--- src/rtl/contador_ctrl_pkg.sv ---
// Shared constants for the counter blocks: count width, default terminal
// count, FSM state encoding and the count reload rule.
package contador_ctrl_pkg;

  localparam int COUNT_W           = 8;
  localparam int MAX_COUNT_DEFAULT = 25;

  typedef enum logic [1:0] {
    ST_IDLE  = 2'b00,
    ST_RUN   = 2'b01,
    ST_PAUSE = 2'b10,
    ST_DONE  = 2'b11
  } state_t;

  // Counting up restarts from zero; counting down restarts from the terminal value.
  function automatic logic [COUNT_W-1:0] load_value(input logic                dir,
                                                    input logic [COUNT_W-1:0] max_count);
    return dir ? max_count : '0;
  endfunction

endpackage

--- src/rtl/tiempo_tick.sv ---
// Clock-enable prescaler: while en is high, emits a one-cycle tick every DIV
// clk cycles; held at zero whenever en is low.
module tiempo_tick #(
  parameter int DIV = 50_000_000
) (
  input  logic clk,
  input  logic rst_n,
  input  logic en,
  output logic tick
);

  localparam int            W    = (DIV > 2) ? $clog2(DIV) : 1;
  localparam logic [W-1:0]  LAST = W'(DIV - 1);

  logic [W-1:0] r_cnt;

  // NOTE: sequential state is always written with non-blocking assignments so
  // every flop samples the pre-edge values of its neighbours.
  always_ff @(posedge clk or negedge rst_n) begin
    if (!rst_n)                    r_cnt <= '0;
    else if (!en || r_cnt == LAST) r_cnt <= '0;
    else                           r_cnt <= r_cnt + W'(1);
  end

  assign tick = en && (r_cnt == LAST);

endmodule

--- src/rtl/contador_ctrl.sv ---
// Start/stop/clear controlled up/down counter advancing on prescaler ticks,
// with optional wrap or stop-in-DONE at the terminal count.
module contador_ctrl
  import contador_ctrl_pkg::*;
#(
  parameter int MAX_COUNT = MAX_COUNT_DEFAULT,
  parameter int DIV       = 50_000_000,
  parameter bit WRAP      = 1'b1
) (
  input  logic         clk,
  input  logic         rst_n,
  input  logic         btn_start,
  input  logic         btn_stop,
  input  logic         btn_clear,
  input  logic         dir,
  output logic [7:0]   count,
  output logic         running,
  output logic         tc_pulse,
  output logic [1:0]   state
);

  localparam logic [COUNT_W-1:0] MAX_C = COUNT_W'(MAX_COUNT);

  logic [1:0]         r_rst_sync;
  logic               w_rst_n;
  logic               w_tick;
  state_t             r_state;
  logic [COUNT_W-1:0] r_count;
  logic               r_running;
  logic               r_tc;

  // NOTE: reset asserts asynchronously but releases two edges later in step
  // with clk, so no flop sees deassertion close to an active edge.
  always_ff @(posedge clk or negedge rst_n) begin
    if (!rst_n) r_rst_sync <= '0;
    else        r_rst_sync <= {r_rst_sync[0], 1'b1};
  end
  assign w_rst_n = r_rst_sync[1];

  tiempo_tick #(.DIV(DIV)) u_tick (
    .clk   (clk),
    .rst_n (w_rst_n),
    .en    (r_state == ST_RUN),
    .tick  (w_tick)
  );

  always_ff @(posedge clk or negedge w_rst_n) begin
    if (!w_rst_n) begin
      r_state   <= ST_IDLE;
      r_count   <= '0;
      r_running <= 1'b0;
      r_tc      <= 1'b0;
    end else begin
      r_tc <= 1'b0;
      if (btn_clear) begin
        r_state   <= ST_IDLE;
        r_running <= 1'b0;
        r_count   <= load_value(dir, MAX_C);
      end else begin
        case (r_state)
          ST_IDLE, ST_PAUSE: begin
            if (btn_start && !btn_stop) begin
              r_state   <= ST_RUN;
              r_running <= 1'b1;
            end
          end
          ST_RUN: begin
            if (btn_stop) begin
              r_state   <= ST_PAUSE;
              r_running <= 1'b0;
            end else if (w_tick) begin
              // Anything at or beyond MAX_C counts as terminal when counting up.
              if ((!dir && r_count >= MAX_C) || (dir && r_count == '0)) begin
                r_tc <= 1'b1;
                if (WRAP) begin
                  r_count <= load_value(dir, MAX_C);
                end else begin
                  r_state   <= ST_DONE;
                  r_running <= 1'b0;
                end
              end else if (!dir) begin
                r_count <= r_count + COUNT_W'(1);
              end else begin
                r_count <= r_count - COUNT_W'(1);
              end
            end
          end
          ST_DONE: begin
            if (btn_start && !btn_stop) begin
              r_state   <= ST_RUN;
              r_running <= 1'b1;
              r_count   <= load_value(dir, MAX_C);
            end
          end
          default: begin
            r_state   <= ST_IDLE;
            r_running <= 1'b0;
          end
        endcase
      end
    end
  end

  assign count    = r_count;
  assign running  = r_running;
  assign tc_pulse = r_tc;
  assign state    = r_state;

endmodule

--- config.mk ---
export PLATFORM = sky130hd
export DESIGN_NAME = contador_ctrl
export DESIGN_NICKNAME = d
export VERILOG_FILES = /design/src/rtl/contador_ctrl_pkg.sv /design/src/rtl/tiempo_tick.sv /design/src/rtl/contador_ctrl.sv
export SDC_FILE = /design/constraint.sdc
export NUM_CORES = 1
export LEC_CHECK = 0
export ABC_AREA = 1
export BUFFER_PORTS_ARGS = -buffer_cell sky130_fd_sc_hd__buf_2
export CORE_MARGIN = 1.5
export CORE_UTILIZATION = 40
export CTS_CLUSTER_SIZE = 40
export DETAILED_ROUTE_END_ITERATION = 16
export MAX_ROUTING_LAYER = met4
export PLACE_DENSITY = 0.69
export SLEW_MARGIN = 30
export SYNTH_ARGS = -nofsm -noshare
export SYNTH_HDL_FRONTEND = slang
export SYNTH_SLANG_ARGS = --single-unit
--- constraint.sdc ---
create_clock -name clk -period 1.8 [get_ports clk]
set_clock_uncertainty 0.2 [all_clocks]
set_input_delay 0.27 -clock clk [delete_from_list [all_inputs] [get_ports clk]]
set_output_delay 0.27 -clock clk [all_outputs]
set_load 0.005 [all_outputs]
# ---- After elaboration in Yosys (flattened, before gate mapping)
# Index checks and enable logic that the tools add are counted.
dict set report word_totals {
  regBits 40
}
dict set report classes {
  n_mux 22
  magnitude_cmp 1
  n_eq_ne 9
  n_addsub 3
  n_reduce_logical 15
}
# operator count
set op_table {}
lappend op_table {{2-to-1 mux 8 bit} 6}
lappend op_table {{adder 26 x 1 -> 26 bit, second input constant} 1}
lappend op_table {{equality test 26 bit, second input constant} 1}
lappend op_table {{2-to-1 mux 26 bit} 1}
lappend op_table {{case mux 8 bit (2 select lines)} 1}
lappend op_table {{!= test 3 bit, second input constant} 4}
lappend op_table {{adder 8 x 1 -> 8 bit, second input constant} 1}
lappend op_table {{greater-or-equal comparator 8 x 5 -> 1 bit, second input constant} 1}
lappend op_table {{zero test 8 bit} 1}
lappend op_table {{2-to-1 mux 1 bit} 8}
lappend op_table {{subtractor 8 x 1 -> 8 bit, second input constant} 1}
lappend op_table {{2-to-1 mux 2 bit} 3}
lappend op_table {{2-to-1 mux 5 bit} 1}
lappend op_table {{equality test 2 bit, second input constant} 2}
lappend op_table {{logical AND 1 bit} 4}
lappend op_table {{case mux 2 bit (2 select lines)} 1}
lappend op_table {{AND reduction 4 bit} 1}
lappend op_table {{zero test 1 bit} 3}
lappend op_table {{!= test 3 x 1 -> 1 bit, second input constant} 1}
lappend op_table {{nonzero test 3 bit} 1}
lappend op_table {{OR reduction 3 bit} 1}
lappend op_table {{equality test 2 x 1 -> 1 bit, second input constant} 1}
lappend op_table {{zero test 2 bit} 1}
lappend op_table {{logical OR 1 bit} 2}
lappend op_table {{other kinds (2)} 2}

# ---- Longest topological paths before layout
dict set report depth {
  word_depth 8
  mapped_depth 11
  ltp_nobuf 11
}

# ---- By module
# From an unflattened synthesis, not the netlist that was laid out.
dict set report unflattened {
  hier_cells 391
  area_unflattened_um2 2672.6
}
# mod seq_area_each_um2 area_per_inst_um2 n_inst cells_each
set modules_own_cells {}
lappend modules_own_cells {tiempo_tick 650.6 1622.8 1 228}
lappend modules_own_cells {contador_ctrl 325.3 1049.8 1 163}

# ---- Least setup slack after synthesis
# No wires, ideal clock.
dict set report synth_timing {
  path_type {register to register}
  start {register u_tick.r_cnt[0]}
  end {register r_count[3] (netlist: count[3])}
  setup_ns 0.065
  path_buffers 0
  arrival_ns 1.440
  path_stages_with_launch 12
  slack_ns 0.095
  period_less_slack_ns 1.705
  required_time_ns 1.535
  cell_sequence {dfrtp_1 > ha_1 > nand2_2 > nor2_4 > nand3_2 > nor2_2 > nand2_2 > nand2_4 > nand2_4 > nand2_4 > nand2_1 > nand2_1}
}
dict set report synth_via {
  elab_chain_cells 4
}
# element line_no
set synth_rtl {}
lappend synth_rtl {{from (decl)} tiempo_tick.sv:15} ;# logic [W-1:0] r_cnt;
lappend synth_rtl {{from (signal assigned)} tiempo_tick.sv:22} ;# else r_cnt <= r_cnt + W'(1);
lappend synth_rtl {{equality test 26 bit} tiempo_tick.sv:25} ;# assign tick = en && (r_cnt == LAST);
lappend synth_rtl {{logical AND 1 bit} tiempo_tick.sv:25}
lappend synth_rtl {{!= test 3 bit (no source line)} -}
lappend synth_rtl {{AND reduction 4 bit (no source line)} -}
lappend synth_rtl {{to (signal assigned)} contador_ctrl.sv:58} ;# r_count <= load_value(dir, MAX_C);
lappend synth_rtl {{to (signal assigned)} contador_ctrl.sv:76} ;# r_count <= load_value(dir, MAX_C);
lappend synth_rtl {{to (signal assigned)} contador_ctrl.sv:82} ;# r_count <= r_count + COUNT_W'(1);
lappend synth_rtl {{to (decl)} contador_ctrl.sv:28} ;# logic [COUNT_W-1:0] r_count;
# No other way between the ends.
# A chain may end at the register's enable or synchronous reset.

# ---- Worst setup path in the final report
dict set report layout_timing {
  start {register r_count[2] (netlist: count[2])}
  end {register r_count[3] (netlist: count[3])}
}
dict set report layout_via {
  elab_chain_cells 8
  word_cells_on_any_way 13
  cone_classes {add/sub (2); order compare (1); mux (6); reduce/logical (4)}
}
# element line_no
set layout_rtl {}
lappend layout_rtl {{greater-or-equal comparator 8 x 5 -> 1 bit / zero test 8 bit (equally long branches)} contador_ctrl.sv:73} ;# if ((!dir && r_count >= MAX_C) || (dir && r_count == '0)) begin
lappend layout_rtl {{logical AND 1 bit} contador_ctrl.sv:73}
lappend layout_rtl {{logical OR 1 bit} contador_ctrl.sv:73}
lappend layout_rtl {{2-to-1 mux 8 bit (*)} contador_ctrl.sv:73}
lappend layout_rtl {{2-to-1 mux 8 bit (*)} contador_ctrl.sv:71} ;# end else if (w_tick) begin
lappend layout_rtl {{2-to-1 mux 8 bit (*)} contador_ctrl.sv:68} ;# if (btn_stop) begin
lappend layout_rtl {{case mux 8 bit (2 select lines) (*)} contador_ctrl.sv:60} ;# case (r_state)
lappend layout_rtl {{2-to-1 mux 8 bit (*)} contador_ctrl.sv:55} ;# if (btn_clear) begin
# Mark *: on every way between the ends. The rest lies on a longest branch, timed or not. The select of a mux whose other input is x is not followed.

==> flow_summary.ini <==
[clock_tree]
clock-sinks = 39
cts_setup_buffers = 0
htreeDepth = 2
numCtsBuffers = 5
clock_latency_ns = 0.29
clock_path_buffers = 2
cts-root-buf = clkbuf_8
cts.clk_slew.worst_paths_ns = 0.07
cts_tree = yes

[job]
drv_cap = 0

[synthesis]
syn_area_um2 = 2560
yosysTopAreaCell = dfrtp_1
synth_area_leaders = dfrtp_1 38%, nand2_1 15%, nor2_1 8.9%
ys_async_sr_fraction = 1.00
syn-num-nets = 374
synth_seq_cells = 39
syn_avg_cell_area_um2 = 7.11
ys.flop_type = dfrtp_1
yosys.area.top_type_share = 0.381
synth_edf_count = 0
syn_inst = 360
ys_seq_area_frac = 0.381
netlist-cell-type-count = 29
ys_warn_count = 0

[finish]
nNetsFinal = 406
fill_cells = 603
final_layout_size_suffix_gt1_frac = 0.188
final_cell_mix = 98 x nand2_1, 60 x nor2_1, 43 x inv_1
area_growth_pct = 18.8
antenna_cells = 0
mostFrequentLayoutCell = nand2_1
final_util = 0.502
stdcell_area_um2 = 3040

[detailed_routing]
routed-wl-met2_um = 2700
first_pass_iters = 5
dr_total_vias = 2327
drtIter0Drc = 136
wl_met3_um = 207
via_per_inst = 4.97
wl_met1_um = 2770
drt_wl_total_um = 5770
top_layer = met4
wire_per_inst_um = 12.3
route.detailed.drc = 0
ant_nets = 0

[timing]
fin_crit_ns = 1.80
fin_hold_ws_ns = 0.0607
fin_ws_ns = 0.00229
hold_violations = 0
finalSetupViolations = 0
grt_setup_unrepaired = true
max_clock_freq_mhz = 556
final_max_slew_viol_count = 0
post-route-period-util = 0.999

[critical_path]
worstSetupPathType = flop to flop
required_ns = 1.83
arrival_ns = 1.83
crit_fanout = 4
crit_path_start_kind = flop
endpoint_kind = flop

[die]
dieWidth_um = 83
rows = 28
start_util = 0.422
fp.dieH_um = 83
coreArea_um2 = 6060
dieArea_um2 = 6890
pin_count = 18

[placement]
place_area_um2 = 2800
pre_cts_ws_ns = -0.0144
gp_congestion = 0.951
dpl.hpwl_um = 4330
portBuffers = 17

[power_and_ir_drop]
pwr-share-clk = 0.207
p_sw_w = 0.00123
pwr-share-seq = 0.360
max-vdd-ir-drop_mv = 0.610
switching_share = 0.391
p_per_area_nw_per_um2 = 1030
cellLeakagePower_nw = 1.39
p_int_w = 0.00191
p_comb_frac = 0.432

[global_routing]
grt_pass1_vias = 2134
antenna_found_initial = 0
grt_max_degree = 38
grt_use_total = 0.177
grt_first_pass_wirelength_um = 9720
grt-ovfl-total = 0

[status]
outcome = complete, no violations

[hold_path]
hp-class = primary input to flop
## worst paths after layout
path / endpoint / slack (ns) / startpoint / cells after the start
hold reg to reg: u_tick.r_cnt[16] / 0.09 / r_rst_sync[1] / 1
min in group asynchronous: u_tick.r_cnt[16] / 0.09 / r_rst_sync[1] / 1
setup / recovery: count[3] / 0.002 / count[2] / 9
max in group asynchronous: count[3] / 0.96 / r_rst_sync[1] / 1
setup reg to reg: count[3] / 0.002 / count[2] / 9
hold / removal: state[1] / 0.06 / btn_stop / 3
## metrics by stage
| step | TNS, ns | std cells | power, W |
|---|---|---|---|
| 3_5_place_dp | -0.0317 | 458 | 0.00234 |
| 4_1_cts | 0 | 468 | 0.00300 |
| 2_1_floorplan | 0 | 360 | 0.00196 |
| 6_report | 0 | 468 | 0.00314 |
| 5_1_grt | -0.789 | 468 | 0.00340 |
| 3_3_place_gp | 0 | 458 | 0.00231 |
## power groups by stage
stage	Clock (W)	Sequential, W	Combinational [W]
2_1_floorplan	0	0.00112	0.000835
3_3_place_gp	0	0.00112	0.00119
3_5_place_dp	0	0.00112	0.00122
4_1_cts	0.000667	0.00110	0.00123
5_1_grt	0.000713	0.00115	0.00154
6_report	0.000652	0.00113	0.00136
## area by class of cell
cell class                 count  area (µm²)  area share
clock buffer                   8         100      0.0329
inverter                      45         169      0.0555
multi-input combinational    272        1510       0.495
sequential                    39         980       0.322
tap                           75        93.8      0.0309
timing repair buffer          29         193      0.0633
## per-layer routing
layer | vias up | track usage
met5 | - | -
met2 | 45 | 0.283
met1 | 1083 | 0.228
li1 | 1189 | -
met3 | 10 | 0.0328
met4 | 0 | 0.0576
## worst max-delay path: stages (launching register included)
cell     delay, ns
dfrtp_1       0.46
ha_4          0.32
nand3_1       0.08
nand2_1       0.11
nand2_1       0.06
nand2_1       0.07
nand3_1       0.09
a21oi_1       0.23
nand2_2       0.07
nand2_1       0.06
## cell usage after synthesis (3+ instances only)
cell,number
a21oi_1,9
buf_4,3
dfrtp_1,39
ha_1,7
inv_1,43
nand2_1,103
nand2_4,3
nand3_1,27
nand4_1,7
nor2_1,61
nor2_2,8
nor3_1,12
xnor2_1,8
xor2_1,10
## registers in the layout (all words and copies together), names as in the netlist
| register | cells |
|---|---|
| count | 8 |
| state | 2 |
| tc_pulse | 1 |
| r_rst_sync | 2 |
| u_tick.r_cnt | 26 |
## logic make-up (layout without fill, tap and decap cells)
family                   after synthesis  in the layout  synth area share
AO/OA/AOI/OAI                         13             13            0.0342
XOR/XNOR                              18             18            0.0616
adder cells (fa/ha/maj)                8              8            0.0420
buffers and inverters                 49             82            0.0767
flip-flops                            39             39             0.381
other                                  1              1           0.00146
AND/OR/NAND/NOR                      232            232             0.403
## repair_timing
action,in CTS,in global routing
hold buffers,2,0
hold endpoints to repair,3,0
endpoints found under the setup margin,0,13
gates resized for setup,0,24
Power figures use the tool's default switching activity.
